**src/rtl/dmem_arbiter_pkg.sv**
```systemverilog
// mips_dmem_pkg: shared state, requester id and counter width for the data memory arbiter
package mips_dmem_pkg;
    localparam int CNT_W = 3;
    typedef enum logic [1:0] {IDLE, ACCESS, RESP} state_t;
    typedef enum logic {REQ_PIPE, REQ_LOAD} req_t;
endpackage

```
**src/rtl/dmem_arbiter_if.sv**
```systemverilog
// dmem_arbiter_if: pipeline, loader and memory-side signals of the data memory arbiter
interface dmem_arbiter_if #(
    parameter int ADDR_W = 32,
    parameter int DATA_W = 32
);
    logic              p_read;
    logic              p_write;
    logic [ADDR_W-1:0] p_addr;
    logic [DATA_W-1:0] p_wdata;
    logic [DATA_W-1:0] p_rdata;
    logic              p_stall;
    logic              l_req;
    logic              l_we;
    logic [ADDR_W-1:0] l_addr;
    logic [DATA_W-1:0] l_wdata;
    logic              l_gnt;
    logic              l_done;
    logic [DATA_W-1:0] l_rdata;
    logic              m_read;
    logic              m_write;
    logic [ADDR_W-1:0] m_addr;
    logic [DATA_W-1:0] m_wdata;
    logic [DATA_W-1:0] m_rdata;
    modport slave (
        input  p_read, p_write, p_addr, p_wdata, l_req, l_we, l_addr, l_wdata, m_rdata,
        output p_rdata, p_stall, l_gnt, l_done, l_rdata, m_read, m_write, m_addr, m_wdata
    );
    modport master (
        output p_read, p_write, p_addr, p_wdata, l_req, l_we, l_addr, l_wdata, m_rdata,
        input  p_rdata, p_stall, l_gnt, l_done, l_rdata, m_read, m_write, m_addr, m_wdata
    );
endinterface

```
**src/rtl/dmem_arbiter_grant.sv**
```systemverilog
// dmem_grant: winner select between pipeline and loader (round robin under DMEM_ARB_ROUND_ROBIN_EN)
module dmem_grant
    import mips_dmem_pkg::*;
(
`ifdef DMEM_ARB_ROUND_ROBIN_EN
    input  logic clk,
    input  logic rst,
    input  logic take,
`endif
    input  logic p_req,
    input  logic l_req,
    output req_t win
);
`ifdef DMEM_ARB_ROUND_ROBIN_EN
    req_t last_q, last_d;
    // on a tie the requester not served last wins; flag follows every grant
    always_comb begin
        win    = (p_req && l_req) ? ((last_q == REQ_PIPE) ? REQ_LOAD : REQ_PIPE)
                                  : (l_req ? REQ_LOAD : REQ_PIPE);
        last_d = take ? win : last_q;
    end
    // last-served flag, loader after reset so the pipeline wins the first tie
    always_ff @(posedge clk) begin
        if (rst) last_q <= REQ_LOAD;
        else     last_q <= last_d;
    end
`else
    // fixed priority: loader only when the pipeline is not asking
    always_comb win = (l_req && !p_req) ? REQ_LOAD : REQ_PIPE;
`endif
endmodule

```
**src/rtl/dmem_arbiter.sv**
```systemverilog
// dmem_arbiter: MEM-stage / loader sequencer for single-port data memory; DMEM_ARB_ROUND_ROBIN_EN enables round-robin grant
module dmem_arbiter
    import mips_dmem_pkg::*;
#(
    parameter int ADDR_W      = 32,
    parameter int DATA_W      = 32,
    parameter int WAIT_STATES = 1
) (
    input logic          clk,
    input logic          rst,
    dmem_arbiter_if.slave bus
);
    state_t            state_q, state_d;
    logic [CNT_W-1:0]  cnt_q, cnt_d;
    req_t              win_q, win_d, sel;
    logic              we_q, we_d;
    logic [ADDR_W-1:0] addr_q, addr_d;
    logic [DATA_W-1:0] wdata_q, wdata_d;
    logic [DATA_W-1:0] p_rdata_q, p_rdata_d;
    logic [DATA_W-1:0] l_rdata_q, l_rdata_d;
    logic              p_req, any, take;

    assign p_req = bus.p_read | bus.p_write;
    assign any   = p_req | bus.l_req;
    assign take  = (state_q == IDLE) && any;

    dmem_grant u_grant (
`ifdef DMEM_ARB_ROUND_ROBIN_EN
        .clk  (clk),
        .rst  (rst),
        .take (take),
`endif
        .p_req(p_req),
        .l_req(bus.l_req),
        .win  (sel)
    );

    // sequencing: latch the winner in IDLE, count wait states in ACCESS, capture read data on the last one
    always_comb begin
        state_d   = state_q;
        cnt_d     = cnt_q;
        win_d     = win_q;
        we_d      = we_q;
        addr_d    = addr_q;
        wdata_d   = wdata_q;
        p_rdata_d = p_rdata_q;
        l_rdata_d = l_rdata_q;
        if (take) begin
            state_d = ACCESS;
            cnt_d   = CNT_W'(WAIT_STATES);
            win_d   = sel;
            we_d    = (sel == REQ_PIPE) ? bus.p_write : bus.l_we;
            addr_d  = (sel == REQ_PIPE) ? bus.p_addr  : bus.l_addr;
            wdata_d = (sel == REQ_PIPE) ? bus.p_wdata : bus.l_wdata;
        end else if (state_q == ACCESS) begin
            if (cnt_q == '0) begin
                state_d   = RESP;
                p_rdata_d = (win_q == REQ_PIPE) ? bus.m_rdata : p_rdata_q;
                l_rdata_d = (win_q == REQ_LOAD) ? bus.m_rdata : l_rdata_q;
            end else begin
                cnt_d = cnt_q - 1'b1;
            end
        end else if (state_q == RESP) begin
            state_d = IDLE;
        end
    end

    // state and access/read registers
    always_ff @(posedge clk) begin
        if (rst) begin
            state_q   <= IDLE;
            cnt_q     <= '0;
            win_q     <= REQ_PIPE;
            we_q      <= 1'b0;
            addr_q    <= '0;
            wdata_q   <= '0;
            p_rdata_q <= '0;
            l_rdata_q <= '0;
        end else begin
            state_q   <= state_d;
            cnt_q     <= cnt_d;
            win_q     <= win_d;
            we_q      <= we_d;
            addr_q    <= addr_d;
            wdata_q   <= wdata_d;
            p_rdata_q <= p_rdata_d;
            l_rdata_q <= l_rdata_d;
        end
    end

    // memory strobes come only from the access registers so they hold steady through ACCESS
    assign bus.m_read  = (state_q == ACCESS) && !we_q;
    assign bus.m_write = (state_q == ACCESS) && we_q;
    assign bus.m_addr  = addr_q;
    assign bus.m_wdata = wdata_q;
    assign bus.p_rdata = p_rdata_q;
    assign bus.l_rdata = l_rdata_q;
    assign bus.p_stall = p_req && !((state_q == RESP) && (win_q == REQ_PIPE));
    assign bus.l_gnt   = !rst && take && (sel == REQ_LOAD);
    assign bus.l_done  = (state_q == RESP) && (win_q == REQ_LOAD);
endmodule

```
**src/flat_wrapper.sv**
```systemverilog
// flat-port wrapper written by rule: the top's interface ports become plain ports
module dmem_arbiter_flat import mips_dmem_pkg::*;
#(
    parameter int ADDR_W      = 32,
    parameter int DATA_W      = 32,
    parameter int WAIT_STATES = 1
)
  (clk, rst, bus_p_read, bus_p_write, bus_p_addr, bus_p_wdata, bus_l_req, bus_l_we, bus_l_addr, bus_l_wdata, bus_m_rdata, bus_p_rdata, bus_p_stall, bus_l_gnt, bus_l_done, bus_l_rdata, bus_m_read, bus_m_write, bus_m_addr, bus_m_wdata);
  dmem_arbiter_if #(.ADDR_W(ADDR_W), .DATA_W(DATA_W)) bus_i ();
  input logic clk;
  input logic rst;
  input wire logic [$bits(bus_i.p_read)-1:0] bus_p_read;
  input wire logic [$bits(bus_i.p_write)-1:0] bus_p_write;
  input wire logic [$bits(bus_i.p_addr)-1:0] bus_p_addr;
  input wire logic [$bits(bus_i.p_wdata)-1:0] bus_p_wdata;
  input wire logic [$bits(bus_i.l_req)-1:0] bus_l_req;
  input wire logic [$bits(bus_i.l_we)-1:0] bus_l_we;
  input wire logic [$bits(bus_i.l_addr)-1:0] bus_l_addr;
  input wire logic [$bits(bus_i.l_wdata)-1:0] bus_l_wdata;
  input wire logic [$bits(bus_i.m_rdata)-1:0] bus_m_rdata;
  output wire logic [$bits(bus_i.p_rdata)-1:0] bus_p_rdata;
  output wire logic [$bits(bus_i.p_stall)-1:0] bus_p_stall;
  output wire logic [$bits(bus_i.l_gnt)-1:0] bus_l_gnt;
  output wire logic [$bits(bus_i.l_done)-1:0] bus_l_done;
  output wire logic [$bits(bus_i.l_rdata)-1:0] bus_l_rdata;
  output wire logic [$bits(bus_i.m_read)-1:0] bus_m_read;
  output wire logic [$bits(bus_i.m_write)-1:0] bus_m_write;
  output wire logic [$bits(bus_i.m_addr)-1:0] bus_m_addr;
  output wire logic [$bits(bus_i.m_wdata)-1:0] bus_m_wdata;
  assign bus_i.p_read = bus_p_read;
  assign bus_i.p_write = bus_p_write;
  assign bus_i.p_addr = bus_p_addr;
  assign bus_i.p_wdata = bus_p_wdata;
  assign bus_i.l_req = bus_l_req;
  assign bus_i.l_we = bus_l_we;
  assign bus_i.l_addr = bus_l_addr;
  assign bus_i.l_wdata = bus_l_wdata;
  assign bus_i.m_rdata = bus_m_rdata;
  assign bus_p_rdata = bus_i.p_rdata;
  assign bus_p_stall = bus_i.p_stall;
  assign bus_l_gnt = bus_i.l_gnt;
  assign bus_l_done = bus_i.l_done;
  assign bus_l_rdata = bus_i.l_rdata;
  assign bus_m_read = bus_i.m_read;
  assign bus_m_write = bus_i.m_write;
  assign bus_m_addr = bus_i.m_addr;
  assign bus_m_wdata = bus_i.m_wdata;
  dmem_arbiter #(.ADDR_W(ADDR_W), .DATA_W(DATA_W), .WAIT_STATES(WAIT_STATES)) u_core (.clk(clk), .rst(rst), .bus(bus_i));
endmodule
```
**config.mk**
```make
export PLATFORM = sky130hd
export DESIGN_NAME = dmem_arbiter_flat
export DESIGN_NICKNAME = d
export VERILOG_FILES = /design/src/rtl/dmem_arbiter_pkg.sv /design/src/rtl/dmem_arbiter_if.sv /design/src/rtl/dmem_arbiter_grant.sv /design/src/rtl/dmem_arbiter.sv /design/src/flat_wrapper.sv
export SDC_FILE = /design/constraint.sdc
export NUM_CORES = 1
export LEC_CHECK = 0
export CAP_MARGIN = 20
export CORE_ASPECT_RATIO = 2
export CORE_MARGIN = 4
export CORE_UTILIZATION = 42
export CTS_CLUSTER_SIZE = 8
export DETAILED_ROUTE_END_ITERATION = 7
export GPL_ROUTABILITY_DRIVEN = 0
export MAX_ROUTING_LAYER = met4
export PLACE_DENSITY = 0.86
export SKIP_CTS_REPAIR_TIMING = 1
export SYNTH_ARGS = -nofsm -noshare
export SYNTH_HDL_FRONTEND = slang
export SYNTH_SLANG_ARGS = --single-unit
```
**constraint.sdc**
```tcl
create_clock -name clk -period 3.55 [get_ports clk]
set_clock_uncertainty 0.1 [all_clocks]
set_input_delay 0.71 -clock clk [delete_from_list [all_inputs] [get_ports clk]]
set_output_delay 0.71 -clock clk [all_outputs]
set_load 0.01 [all_outputs]
```
# Word-level counts from Yosys, hierarchy flattened
# Index checks and enable logic that the tools add are counted.
# classes
n_reduce_logical,25
eq_ne,5
mux,11
n_addsub,1
bitwise_logic,5
# ops
cell,count
2-to-1 mux 32 bit,2
logical AND 1 bit,9
AND reduction 2 bit,4
AND reduction 4 bit,2
2-to-1 mux 1 bit,6
2-to-1 mux 2 bit,3
zero test 1 bit,4
nonzero test 2 bit,2
zero test 3 bit,1
inequality test 3 x 2 -> 1 bit (second input constant),1
NOT 1 bit,3
nonzero test 3 bit,1
subtractor 3 x 1 -> 3 bit (second input constant),1
== test 2 x 1 -> 1 bit (second input constant),1
== test 2 bit (second input constant),1
zero test 2 bit,1
inequality test 2 x 1 -> 1 bit (second input constant),1
inequality test 2 bit (second input constant),1
bitwise OR 1 bit,2
OR reduction 2 bit,1
# totals
input_bits,166
register_bits,135
output_inout_bits,133

# Depth between registers and ports, before layout
# Gate-level depths: netlist (run 1).
# logic_depth
ltp_word,5
ltp_mapped,8
ltp_nobuf,6

# Hierarchy
# A second synthesis (run 1) with hierarchy kept.
# unflattened
cells_unflattened,584
hier_area_um2,6005.8
# modules_own_cells
module,area_per_inst_um2,cells_per_inst,n_inst
dmem_arbiter,5992.0,583,1
dmem_grant,13.8,1,1

# Least setup slack after synthesis (run 1)
# Ideal clock, no wire load.
# synth_timing
path_type,input to output
from,in bus_p_write
to,out bus_l_gnt
setup_slack_ns,1.152
cell_stages,7
t_arrival_ns,1.588
cell_sequence,nor2_1 > and2_1 > buf_4 > buf_8 > buf_6 > nand2_1 > nor2_1
# synth_via
elab_chain_cells,5
elab_cells_between_ends,8
classes_between,mux (1); bitwise (2); reduce/logical (5)
# synth_lines
element,line,text
"start, declared",flat_wrapper.sv:13,input wire logic [$bits(bus_i.p_write)-1:0] bus_p_write;
bitwise OR 1 bit *,dmem_arbiter.sv:23,assign p_req = bus.p_read | bus.p_write;
bitwise OR 1 bit or zero test 1 bit (tied branches),"dmem_arbiter.sv:24, dmem_arbiter_grant.sv:29",
logical AND 1 bit (on tied branches),"dmem_arbiter.sv:25, dmem_arbiter_grant.sv:29",
logical AND 1 bit or 2-to-1 mux 1 bit (tied branches),"dmem_arbiter.sv:99, dmem_arbiter_grant.sv:29",
logical AND 1 bit *,dmem_arbiter.sv:99,assign bus.l_gnt = !rst && take && (sel == REQ_LOAD);
"end, declared",flat_wrapper.sv:23,output wire logic [$bits(bus_i.l_gnt)-1:0] bus_l_gnt;
# Mark *: on every way between the ends. The rest lies on a longest branch, timed or not.

# Worst setup path after layout (run 1)
# Ends and elaborated chain as after synthesis.

==> impl.org, run 1 <==
** Status
- The flow ran to the end, and the final reports show no timing, DRC or antenna violations.

** Worst setup path
- Along the worst path, the maximum fanout reaches 4.
- STA classifies the critical path startpoint as an input port.
- Crit Path Class :: in -> out
- STA classifies the critical path endpoint as a primary output.
- Required time at the worst-slack endpoint :: ~2.7 ns
- Crit path DAT :: ~2.3 ns

** Global route
- For this run the aggregate overflow at the end of global routing stands at 0.
- Entering global routing, the biggest net connects 131 pins.
- Global routing consumed, over all layers together, between 20% and 30% of the routing resources.
- First-pass GRT wire length :: approximately 27000 µm
- The initial antenna violation count was 1.
- Via count of the first global-routing pass :: 5384

** Power and ir drop
- Worst voltage drop across the vdd grid :: 0.523 mV
- Total Power Consumption :: 4.55 mW
- Power spread over the standard cell area amounts to around 500 nW/µm².
- In this run the static leakage power is between 3 and 4 nW.

** Route
- The detailed router placed approximately 5400 vias in this run.
- 1st-iter DRT viols :: 190
- In the final routed layout, each cell accounts on average for between 15 and 20 µm.
- Using the TritonRoute via totals, the vias-per-cell ratio works out to around 5.1.
- ANT nets after route :: 0
- 1st-pass router iterations :: 6
- Wires add up to 17800 µm.
- DRC :: 0

** Cells and area
- With fillers left out, the area of the finished cells amounts to 9090 µm².
- Excluding fillers, the count of instances in the completed layout stands at ~1100.
- Fill cells in the final layout number roughly 940.
- Area growth syn-to-layout :: 65.8%
- Fraction of final layout cells sized beyond drive strength 1 :: 5.40%
- Net count of the finished layout :: between 1000 and 1500
- For this run, the share of the core covered by cells in the final layout is a little under three quarters.

** Logic synthesis
- Compound-cell area share of the yosys netlist :: between 10% and 20%
- Share of synthesized cell area in and, or, nand and nor gates :: between 10% and 20%
- After Yosys synthesis, full adders, half adders and majority gates account for approximately 1.1% of the synthesized area.
- Number of flops mapped to enable cells by yosys :: 0
- Post-synthesis cell count :: just over 600
- Proportion of synthesized flip-flops having asynchronous set or reset :: 0%
- Combinational family with the most area after synthesis :: compound AO/OA/AOI/OAI gates
- The synthesized netlist occupies a cell area of ~5500 µm².
- The number of nets handed over by synthesis was slightly below 800.
- The synthesized netlist devotes 0.160% of its cell area to XOR and XNOR gates.
- Syn Area/Cell :: approximately 8.9 µm²
- Share of synthesized area spent on multiplexers :: 11.7%
- Summing the sequential cell areas from Yosys gives 49.3% of the chip area.
- The Yosys step of the flow raised 0 warnings.
- In this run, synthesis produced a sequential element count of roughly 140.
- In the synthesized netlist the dominant register cell turns out to be dfxtp_1.
- Number of distinct library cells after synthesis :: 27

** Floorplanning
- The die is around 170 µm tall.
- Total Die Area :: roughly 15000 µm²
- Number of top-level pins :: 299
- Width of the chip :: around 89 µm
- Floorplan row count :: a little under 60
- Starting density of the core :: approximately 43%
- The total area inside the core boundary comes to 12700 µm².

** Timing
- The worst pin sits at a relative slew slack of 36.7%.
- The final hold violation count was 0.
- Setup total negative slack on the finished layout was measured at 0 ns.
- FMAX :: roughly 330 MHz
- Counting I/O delays and the setup requirement, the final critical path takes roughly 3.1 ns.
- The number of pins with negative max-slew slack in the final report was 0.
- Tcrit/Tclk final :: approximately 87%
- On the final layout, the worst hold slack is between 0.3 and 0.4 ns.
- Setup ws final :: approximately 0.48 ns
- Worst Tran Pin Value :: ~0.95 ns
- Setup repair after global routing left no endpoint under its margin.
- Final setup violation count :: 0

** Clocking
- TritonCTS built the clock tree.
- Clock tree synthesis found a total of ~140 sinks.
- The clock passes through at most 2 buffers.
- Clock H-tree levels :: 4
- At the later pin of the worst-skew pair, clock insertion delay measures approximately 0.40 ns.
- Num CTS Buffers :: 17
- The tree is rooted in a clkbuf_16.
- Clock transition at path regs :: about 0.06 ns

** Placed design
- Half-perimeter wire length of the detailed placement result :: about 13000 µm
- # placed instances :: just over 1000
- In this run the cell area measured after placement is 8460 µm².
- At the placement stage, the worst setup path has a slack of around 0.48 ns.
- I/O Buffers :: between 200 and 300

** Job
- Across the run, the number of max-cap violations was 0.

** Min path
- Hold crit path type :: reg -> reg
worst paths after layout:
path                            depth (start not counted)  slack (ns)                endpoint                   start
worst max-delay path                                    6        0.48               bus_l_gnt             bus_p_write
worst min-delay path                                    2        0.35  u_core.bus.l_rdata[14]  u_core.bus.l_rdata[14]
worst max register to register                          6        1.49   u_core.bus.m_wdata[8]       u_core.state_q[0]
worst min register to register                          2        0.35  u_core.bus.l_rdata[14]  u_core.bus.l_rdata[14]
placed cells by master (no fill, tap or decap), drive strengths merged:
master / instances
o31ai: 1
and3b: 1
mux2i: 64
nand2: 131
clkdlybuf4s50: 297
ha: 5
o31a: 1
a21boi: 1
nor2b: 1
a2111oi: 1
o21ai: 1
diode: 1
clkinvlp: 2
nor3: 6
a211oi: 65
buf: 13
nor2: 69
and2: 2
clkbuf: 17
nand3b: 1
inv: 11
o22ai: 1
a21oi: 69
clkinv: 5
xnor2: 1
bufinv: 4
nand3: 2
dfxtp: 135
report_power, final:
group          internal [mW]  leakage, nW  total [mW]  switching [mW]
registers               1.66         1.11        1.73          0.0708
clock network           1.18        0.300        1.84           0.661
logic                  0.532         1.83       0.986           0.454
synthesized netlist by cell type (2+ instances only):
| cell type | n | area share [%] |
|---|---|---|
| nor3_1 | 4 | 0.37 |
| buf_4 | 4 | 0.55 |
| buf_6 | 7 | 1.4 |
| and2_1 | 2 | 0.23 |
| ha_1 | 5 | 1.1 |
| buf_2 | 5 | 0.46 |
| inv_1 | 8 | 0.55 |
| mux2i_1 | 64 | 12 |
| nor2_1 | 69 | 4.7 |
| buf_8 | 4 | 1.1 |
| dfxtp_1 | 135 | 49 |
| a21oi_1 | 69 | 6.3 |
| nor3_4 | 2 | 0.59 |
| a211oi_1 | 65 | 8.9 |
| nand2_1 | 131 | 9.0 |
| clkbuf_1 | 30 | 2.1 |
| nand3_1 | 2 | 0.18 |
metal layers:
metal,global-route usage (%),up-vias,wire length (µm)
met5,-,-,0
met4,11.6,0,703
met3,4.57,41,1020
met2,42.4,221,9920
met1,24.3,2427,6190
li1,-,2679,-
logic make-up (layout without fill, tap and decap cells):
logic type,Yosys count,in the layout
simple gates,213,213
fa+ha+maj,5,5
mux,64,64
buf+inv,58,349
xor+xnor,1,1
compound gates,140,140
other cells,0,1
flops,135,135
area by class of cell:
cell class | instances | area [µm²] | share of cell area (%)
multi-input combinational | 423 | 2450 | 26.9
tap | 150 | 188 | 2.07
clock inverter | 14 | 198 | 2.18
timing repair buffer | 310 | 3100 | 34.1
antenna | 1 | 2.50 | 0.0275
sequential | 135 | 2700 | 29.7
inverter | 8 | 30.0 | 0.330
clock buffer | 17 | 425 | 4.68
critical path, stage by stage:
cell	delay, ns
clkdlybuf4s50_1	0.47
nor2_1	0.19
and2_4	0.18
nand2_1	0.07
nor2_1	0.09
clkdlybuf4s50_1	0.54
registers in the layout (all words and copies together) (netlist names):
signal,cells
u_core.bus.l_rdata,32
u_core.bus.m_addr,32
u_core.bus.m_wdata,32
u_core.bus.p_rdata,32
u_core.cnt_q,3
u_core.state_q,2
u_core.we_q,1
u_core.win_q,1
No activity file was read; power rests on OpenSTA's default activity.
==> run 2: changes to the inputs <==
CAP_MARGIN = default   (was 20)
CORE_UTILIZATION = 44   (was 42)
PLACE_DENSITY = 0.87   (was 0.86)
SYNTH_HIERARCHICAL = 1   (was default)
==> run 2 against run 1 <==
Against the previous run: register-to-register slack worse by 0.42 ns; hold slack better by 0.023 ns; cell count down 3.3%; first-iteration DRC count down 22%; via count about the same; synthesized area up 9.6%; combinational power up 15%; design area up 6.0%; critical path type unchanged.
==> impl.org, run 2 <==
** Floorplanning
- The total I/O pin count came to 299 (unchanged).
- The number of rows in the core area is 60 (+3.4%).
- Y dimension of the die :: 173 µm (+2.2%)
- Starting density of the core :: 44.7% (+1.5 points)
- Total Die Area :: 15700 µm² (+4.3%)
- The standard cell core area came to 13400 µm² (+5.8%).
- Width of the chip :: 90.6 µm (+2.1%)

** Timing
- RSZ-0062 raised after global routing :: false
- Hold Vio Cnt, Final :: 0 (unchanged)
- Tmin final :: 3.30 ns (+0.229 ns)
- Worst Tran Pin Value :: 1.15 ns (+0.200 ns)
- Total Negative Setup Slacks :: 0 ns (unchanged)
- FMAX :: 303 MHz (-6.9%)
- Tcrit/Tclk final :: 93.0% (+6.4 points)
- Tightest hold margin :: 0.375 ns (+0.0226 ns)
- Final setup violation count :: 0 (unchanged)
- Max-slew violation total from the final report :: 0 (unchanged)
- Headroom to the max-slew limit :: 23.3% (-13 points)

** Logic synthesis
- Proportion of synthesized flip-flops having asynchronous set or reset :: 0% (unchanged)
- Number of distinct library cells after synthesis :: 30 (+11%)
- Area leader, netlist :: dfxtp_1
- Mapped Area :: 6010 µm² (+9.6%)
- Number of flops mapped to enable cells by yosys :: 0 (unchanged)
- Yosys instantiated no cell more often than dfxtp_1.
- Synth Flop Type :: dfxtp_1
- Counting instances in the post-synthesis netlist gives the leading cell types as dfxtp_1 (135), mux2i_1 (129), nand2b_1 (100).
- The post-synth net total is 752 (-4.4%).
- By area the synthesized netlist is led by dfxtp_1 (45%), mux2i_1 (22%), nand2b_1 (10%), a211oi_1 (5.9%), a21oi_1 (5.7%).
- Fraction of the yosys area taken by sequential cells :: 45.0% (-4.3 points)
- The synthesized netlist cell count is 584 (-5.2%).
- The mean post-synth cell area came to 10.3 µm² (+16%).
- Top-area cell type share of the netlist area :: 45.0% (-4.3 points)
- Count of yosys warnings during synthesis :: 6 (+6)
- The post-synthesis register bit count was 135 (unchanged).

** Global route
- The via count of the first global-routing pass was 5815 (+8.0%).
- The global-route wire length before repair was 29600 µm (+11%).
- GRT Residual Overflow :: 0 (unchanged)
- The global-route total usage across every layer is 24.5% (+0.56 points).
- Number of antenna violations at the first check in global routing :: 0 (-1)
- The pin count of the biggest net entering global routing was 89 (-32%).

** Clocking
- TritonCTS built the clock tree.
- The number of buffers created by CTS is 17 (unchanged).
- Clock sink count :: 135 (unchanged)
- Maximum clock path buffer count :: 2 (unchanged)
- The H-tree depth reported by CTS was 4 (unchanged).
- Clk Latency, worst-skew pair :: 0.40 ns (about the same)
- The clock transition at the registers of the reported paths came to 0.05 ns (about the same).
- CTS Root Buffer Type :: clkbuf_16

** Cells and area
- The net count reported at finish came to 1023 (-4.0%).
- The non-filler instance count after layout is 1023 (-3.3%).
- In the layout the commonest cells are clkdlybuf4s50_1 (297), dfxtp_1 (135), mux2i_1 (129).
- The share of cells above drive strength 1 was 7.95% (+2.5 points).
- The number of antenna diodes was 0 (-1).
- Commonest non-fill, non-tap cell in the layout :: clkdlybuf4s50_1
- Area growth syn-to-layout :: 60.3%

** Route
- 1st-pass router iterations :: 4 (-2)
- Total number of vias :: 5372 (+0.075%)
- The DRC marker count from the first detailed-route iteration is 148 (-22%).
- Via count normalized by instance count :: 5.25 (+3.5%)
- Post-detailed-routing wire length :: 19200 µm (+7.7%)
- ANT nets after route :: 0 (unchanged)
- The number of design rule violations left after detail routing was 0 (unchanged).
- Average detailed-routed wire length per instance :: 18.8 µm (+11%)

** Worst setup path
- The data required time at the worst endpoint came to 2.74 ns (about the same).
- The worst setup path is launched from an input port.
- The startpoint identified for the worst register-to-register timing path is u_core/cnt_q[0].
- Crit Path Class :: in -> out
- Crit path DAT :: 2.49 ns (+0.23 ns)
- Start point of the critical path :: bus_p_write
- Kind of end point of the critical path :: primary output
- The critical-path maximum fanout is 3 (-1).

** Power and ir drop
- Worst voltage drop across the vdd grid :: 0.321 mV (-39%)
- PwrDens :: 481 nW/µm² (-3.9%)
- The leakage component of the power came to 3.61 nW (+11%).
- The total power after layout was 4.64 mW (+1.8%).

** Job
- The max-capacitance violation count was 0 (unchanged).

** Placed design
- The quantity of I/O buffers inserted on ports was 298 (unchanged).
- # placed instances :: 991 (-3.4%)
- Half-perimeter wire length of the detailed placement result :: 14400 µm (+8.9%)

** Status
- The flow ran to the end, and the final reports show no timing, DRC or antenna violations.

** Min path
- Hold crit path type :: reg -> reg
- Hold path start :: u_core/bus.p_rdata[30]
run 2: cell types whose count changed in the layout (fill, tap and decap cells not counted), moves of 3 or more:
| cell | change |
|---|---|
| nor2_1 | -67 |
| inv_1 | -3 |
| nand2b_1 | +100 |
| nand2_1 | -130 |
| a211oi_1 | -18 |
| nor3_1 | -4 |
| clkinvlp_4 | +3 |
| ha_1 | -3 |
| a211oi_2 | +19 |
| mux2i_1 | +65 |
run 2: worst max-delay path: stages:
cell and delay (ns):
clkdlybuf4s50_1 0.44, or2_2 0.33, nor2b_4 0.13, nand4b_1 0.16, inv_1 0.10, clkdlybuf4s50_1 0.62
run 2: through the flow:
| stage | instance area [µm²] | setup slack (ns) | utilization [%] |
|---|---|---|---|
| 2_1_floorplan | 6010 | 0.754 | - |
| 3_3_place_gp | 9030 | 0.245 | 67.2 |
| 3_5_place_dp | 9030 | 0.234 | 67.2 |
| 4_1_cts | 9630 | 0.229 | 71.7 |
| 5_1_grt | 9630 | 0.157 | 71.7 |
| 6_report | 9630 | 0.247 | 71.7 |
run 2: routing by layer:
layer | wire length (µm) | vias to the layer above | GRT usage [%]
met5 | 0 | - | -
met4 | 660 | 0 | 11.3
met3 | 888 | 39 | 4.65
met2 | 10700 | 210 | 45.0
met1 | 7000 | 2504 | 24.4
li1 | - | 2619 | -
run 2: cell families (layout without fill, tap and decap cells):
family	after synthesis	count (layout)	synth area share, %
buffers and inverters	60	344	4.50
adders and majority gates	2	2	0.417
and+or+nand+nor	117	117	12.3
AOI/OAI and AO/OA	141	141	16.3
muxes	129	129	21.5
DFF	135	135	45.0
run 2: cell type report:
| type | count | area [µm²] |
|---|---|---|
| fill | 990 | 3810 |
| timing repair buffer | 307 | 3060 |
| multi-input combinational | 389 | 3050 |
| sequential | 135 | 2700 |
| clock buffer | 19 | 453 |
| tap | 155 | 194 |
| clock inverter | 13 | 146 |
| inverter | 5 | 18.8 |
run 2: power by group:
part / internal [mW] / switching (mW)
registers: 1.67 / 0.0894
logic: 0.616 / 0.511
clock network: 1.08 / 0.672
run 2: path summary, 6_finish.rpt:
kind                                 end  slack (ns)  depth (start not counted)
hold reg to reg   u_core/bus.p_rdata[30]        0.37                          2
setup reg to reg  u_core/bus.l_rdata[29]        1.07                          5
setup / recovery               bus_l_gnt        0.25                          6
hold / removal    u_core/bus.p_rdata[30]        0.37                          2
==> run 3: changes to the inputs <==
ABC_AREA = 1   (was default)
CORE_UTILIZATION = 42   (was 44)
PLACE_DENSITY = 0.81   (was 0.87)
clock period = 3.7 ns   (was 3.55 ns; I/O delays follow)
==> run 3 against run 2 <==
Against the previous run: design area up 5.0%; die area up 13%; flip-flop and latch count unchanged; sequential share of layout area down 1.3 points; critical endpoint unchanged; first-iteration DRC count up 82%; highest routed layer unchanged; sequential power down 3%; hold slack better by 0.019 ns; global-route usage down 2.7 points.
==> impl.org, run 3 <==
** Job
- Count of maximum capacitance violations :: 0 (unchanged)

** Cells and area
- Area growth syn-to-layout :: 54.1%
- Net count of the finished layout :: 1518 (+48%)
- In the layout the commonest cells are nand2_1 (333), clkdlybuf4s50_1 (298), nor2_1 (268).
- Diodes inserted :: 0 (unchanged)
- Commonest non-fill, non-tap cell in the layout :: nand2_1
- Fraction of final layout cells sized beyond drive strength 1 :: 3.15% (-4.8 points)
- The final cell utilization of the core came to 66.1% (-5.5 points).

** Global route
- GRT Residual Overflow :: 0 (unchanged)
- Via count of the first global-routing pass :: 6348 (+9.2%)
- Total global-route track usage :: 21.8% (-2.7 points)
- Largest net degree at the start of global routing :: 131 (+47%)
- The initial antenna violation count was 0 (unchanged).
- First-pass GRT wire length :: 29400 µm (-0.81%)

** Clocking
- Clk Latency, worst-skew pair :: 0.41 ns (about the same)
- TritonCTS built the clock tree.
- CTS Root Buffer Type :: clkbuf_16
- Clock sink count :: 135 (unchanged)
- The clock transition at the registers of the reported paths was 0.05 ns (about the same).
- Maximum clock path buffer count :: 2 (unchanged)
- The H-tree depth reported by CTS came to 4 (unchanged).
- The number of buffers created by CTS was 17 (unchanged).

** Worst setup path
- In this run the worst setup path begins at bus_p_write.
- Largest driver fanout on the critical path :: 2 (-1)
- The data arrival time of the worst path came to 2.36 ns (-0.13 ns).
- Kind of end point of the critical path :: primary output
- The worst setup path is of the in -> out kind.
- The data required time at the worst endpoint was 2.86 ns (+0.12 ns).
- The startpoint identified for the worst register-to-register timing path is u_core/state_q[1].
- STA classifies the critical path startpoint as an input port.

** Placed design
- The quantity of I/O buffers inserted on ports was 298 (unchanged).
- Setup slack after placement :: 0.454 ns (+0.220 ns)
- The HPWL after detailed placement came to 13800 µm (-4.3%).

** Logic synthesis
- The post-synthesis register bit count was 135 (unchanged).
- The fraction of synthesized area in multiplexers was 0% (-22 points).
- Count of yosys warnings during synthesis :: 6 (unchanged)
- Compound-cell area share of the yosys netlist :: 5.61% (-11 points)
- Top-area cell type share of the netlist area :: 41.2% (-3.8 points)
- Post-synth top cells :: nand2_1 (334), nor2_1 (268), inv_1 (204)
- Post-synthesis cell count :: 1083 (+85%)
- The post-synth net total was 1251 (+66%).
- Area leader, netlist :: dfxtp_1
- The most common cell in the synthesized netlist is nand2_1.
- Share of synthesized cell area in and, or, nand and nor gates :: 35.9% (+24 points)
- The number of enable flip-flop cells after synthesis was 0 (unchanged).
- Post-synthesis adder-cell area fraction :: 0.381% (-0.035 points)
- By area, the combinational part of the netlist is dominated by simple AND/OR/NAND/NOR gates.
- The mean post-synth cell area is 6.06 µm² (-41%).
- Xor/xnor cell area share of the yosys netlist :: 0% (unchanged)
- Fraction of the yosys area taken by sequential cells :: 41.2% (-3.8 points)
- Cell types with the largest area share after synthesis :: dfxtp_1 (41%), nand2_1 (19%), nor2_1 (15%), inv_1 (12%), o21ai_0 (5.1%)
- Proportion of synthesized flip-flops having asynchronous set or reset :: 0% (unchanged)
- Number of distinct library cells after synthesis :: 20 (-33%)
- Synth Flop Type :: dfxtp_1
- The post-synth design cell area is 6560 µm² (+9.2%).

** Floorplanning
- The standard cell core area was 15300 µm² (+14%).
- Y dimension of the die :: 185 µm (+6.7%)
- The total I/O pin count was 299 (unchanged).
- Floorplan row count :: 64 (+6.7%)
- Starting density of the core :: 42.9% (-1.8 points)
- The die area is 17800 µm² (+13%).
- The die boundary width came to 96.4 µm (+6.4%).

** Timing
- Headroom to the max-slew limit :: 40.3% (+17 points)
- Setup repair after global routing left no endpoint under its margin.
- Tcrit/Tclk final :: 86.5%
- Setup ws final :: 0.498 ns (+0.250 ns)
- Hold Vio Cnt, Final :: 0 (unchanged)
- Total Negative Setup Slacks :: 0 ns (unchanged)
- The slew of the pin with the lowest slew margin was 0.895 ns (-0.255 ns).
- Max-slew violation total from the final report :: 0 (unchanged)
- The final setup violation count came to 0 (unchanged).
- Timing would allow up to 312 MHz.
- Tmin final :: approximately 3.2 ns

** Power and ir drop
- Leakage power :: 4.89 nW (+36%)
- PwrDens :: 454 nW/µm² (-5.6%)
- Total Power Consumption :: 4.60 mW (-0.87%)
- Worst voltage drop across the vdd grid :: 0.351 mV (+9.2%)

** Route
- Total number of vias :: 6809 (+27%)
- The number of detailed-route iterations in the first pass is 5 (+1).
- The final antenna-violating net count is 0 (unchanged).
- DRC :: 0 (unchanged)
- Post-detailed-routing wire length :: 18900 µm (-1.8%)
- Via count normalized by instance count :: 4.36 (-17%)
- 1st-iter DRT viols :: 269 (+82%)
- The average detailed-routed wire length per instance came to 12.1 µm (-36%).

** Status
- Status :: complete, no violations

** Min path
- The min-delay analysis places its worst path in the category reg -> reg.
- Hold path start :: u_core/cnt_q[1]
-- run 3: changes by cell type after synthesis, moves of 19 or more --
| cell | change |
|---|---|
| nor2_1 | +265 |
| nand2_1 | +333 |
| clkbuf_1 | -23 |
| mux2i_1 | -129 |
| a211oi_1 | -46 |
| o21ai_0 | +64 |
| nand2b_1 | -100 |
| inv_1 | +199 |
| a21oi_1 | -64 |
| a211oi_2 | -19 |
-- run 3: final cells by class --
cell class,count,area (µm²)
well taps,198,248
inverters,206,776
fillers,1404,5180
clock inverters,10,120
multi-input cells,687,2760
flip-flops and latches,135,2700
clock buffers,22,474
repair buffers,303,3030
-- run 3: critical path: stages --
cell,delay [ns]
clkdlybuf4s50_1,0.42
nor2_1,0.14
inv_1,0.10
nor2_4,0.14
nand2_1,0.08
nor2_1,0.17
clkdlybuf4s50_1,0.57
-- run 3: power by group --
group / total [mW] / internal [mW] / switching, mW / leakage (nW)
clock: 1.67 / 1.05 / 0.624 / 0.275
sequential: 1.71 / 1.62 / 0.0840 / 1.11
combinational: 1.22 / 0.610 / 0.605 / 3.51
-- run 3: worst paths after layout --
path / endpoint / cells past startpoint / slack, ns
setup reg to reg: u_core/bus.m_addr[14] / 7 / 1.32
hold / removal: u_core/cnt_q[1] / 2 / 0.39
setup / recovery: bus_l_gnt / 7 / 0.50
hold reg to reg: u_core/cnt_q[1] / 2 / 0.39
-- run 3: logic make-up after synthesis --
| kind of cell | after synthesis |
|---|---|
| AO/OA/AOI/OAI | 73 |
| adder cells (fa/ha/maj) | 2 |
| buffers and inverters | 261 |
| flip-flops | 135 |
| AND/OR/NAND/NOR | 612 |
-- run 3: stage by stage --
step                      cell area (µm²)  std cells  hold slack (ns)
after global placement               9520       1529            0.364
after global routing                10100       1561            0.422
final                               10100       1561            0.394
after detailed placement             9520       1529            0.380
after CTS                           10100       1561            0.393
after floorplan                      6560       1083            0.352
-- run 3: per-layer routing --
metal / global-route usage (%) / share of wire, % / up-vias
met4: 9.39 / 3.0 / 0
met1: 21.2 / 36 / 2942
met5: - / 0 / -
met2: 39.7 / 54 / 209
li1: - / - / 3622
met3: 5.23 / 6.5 / 36
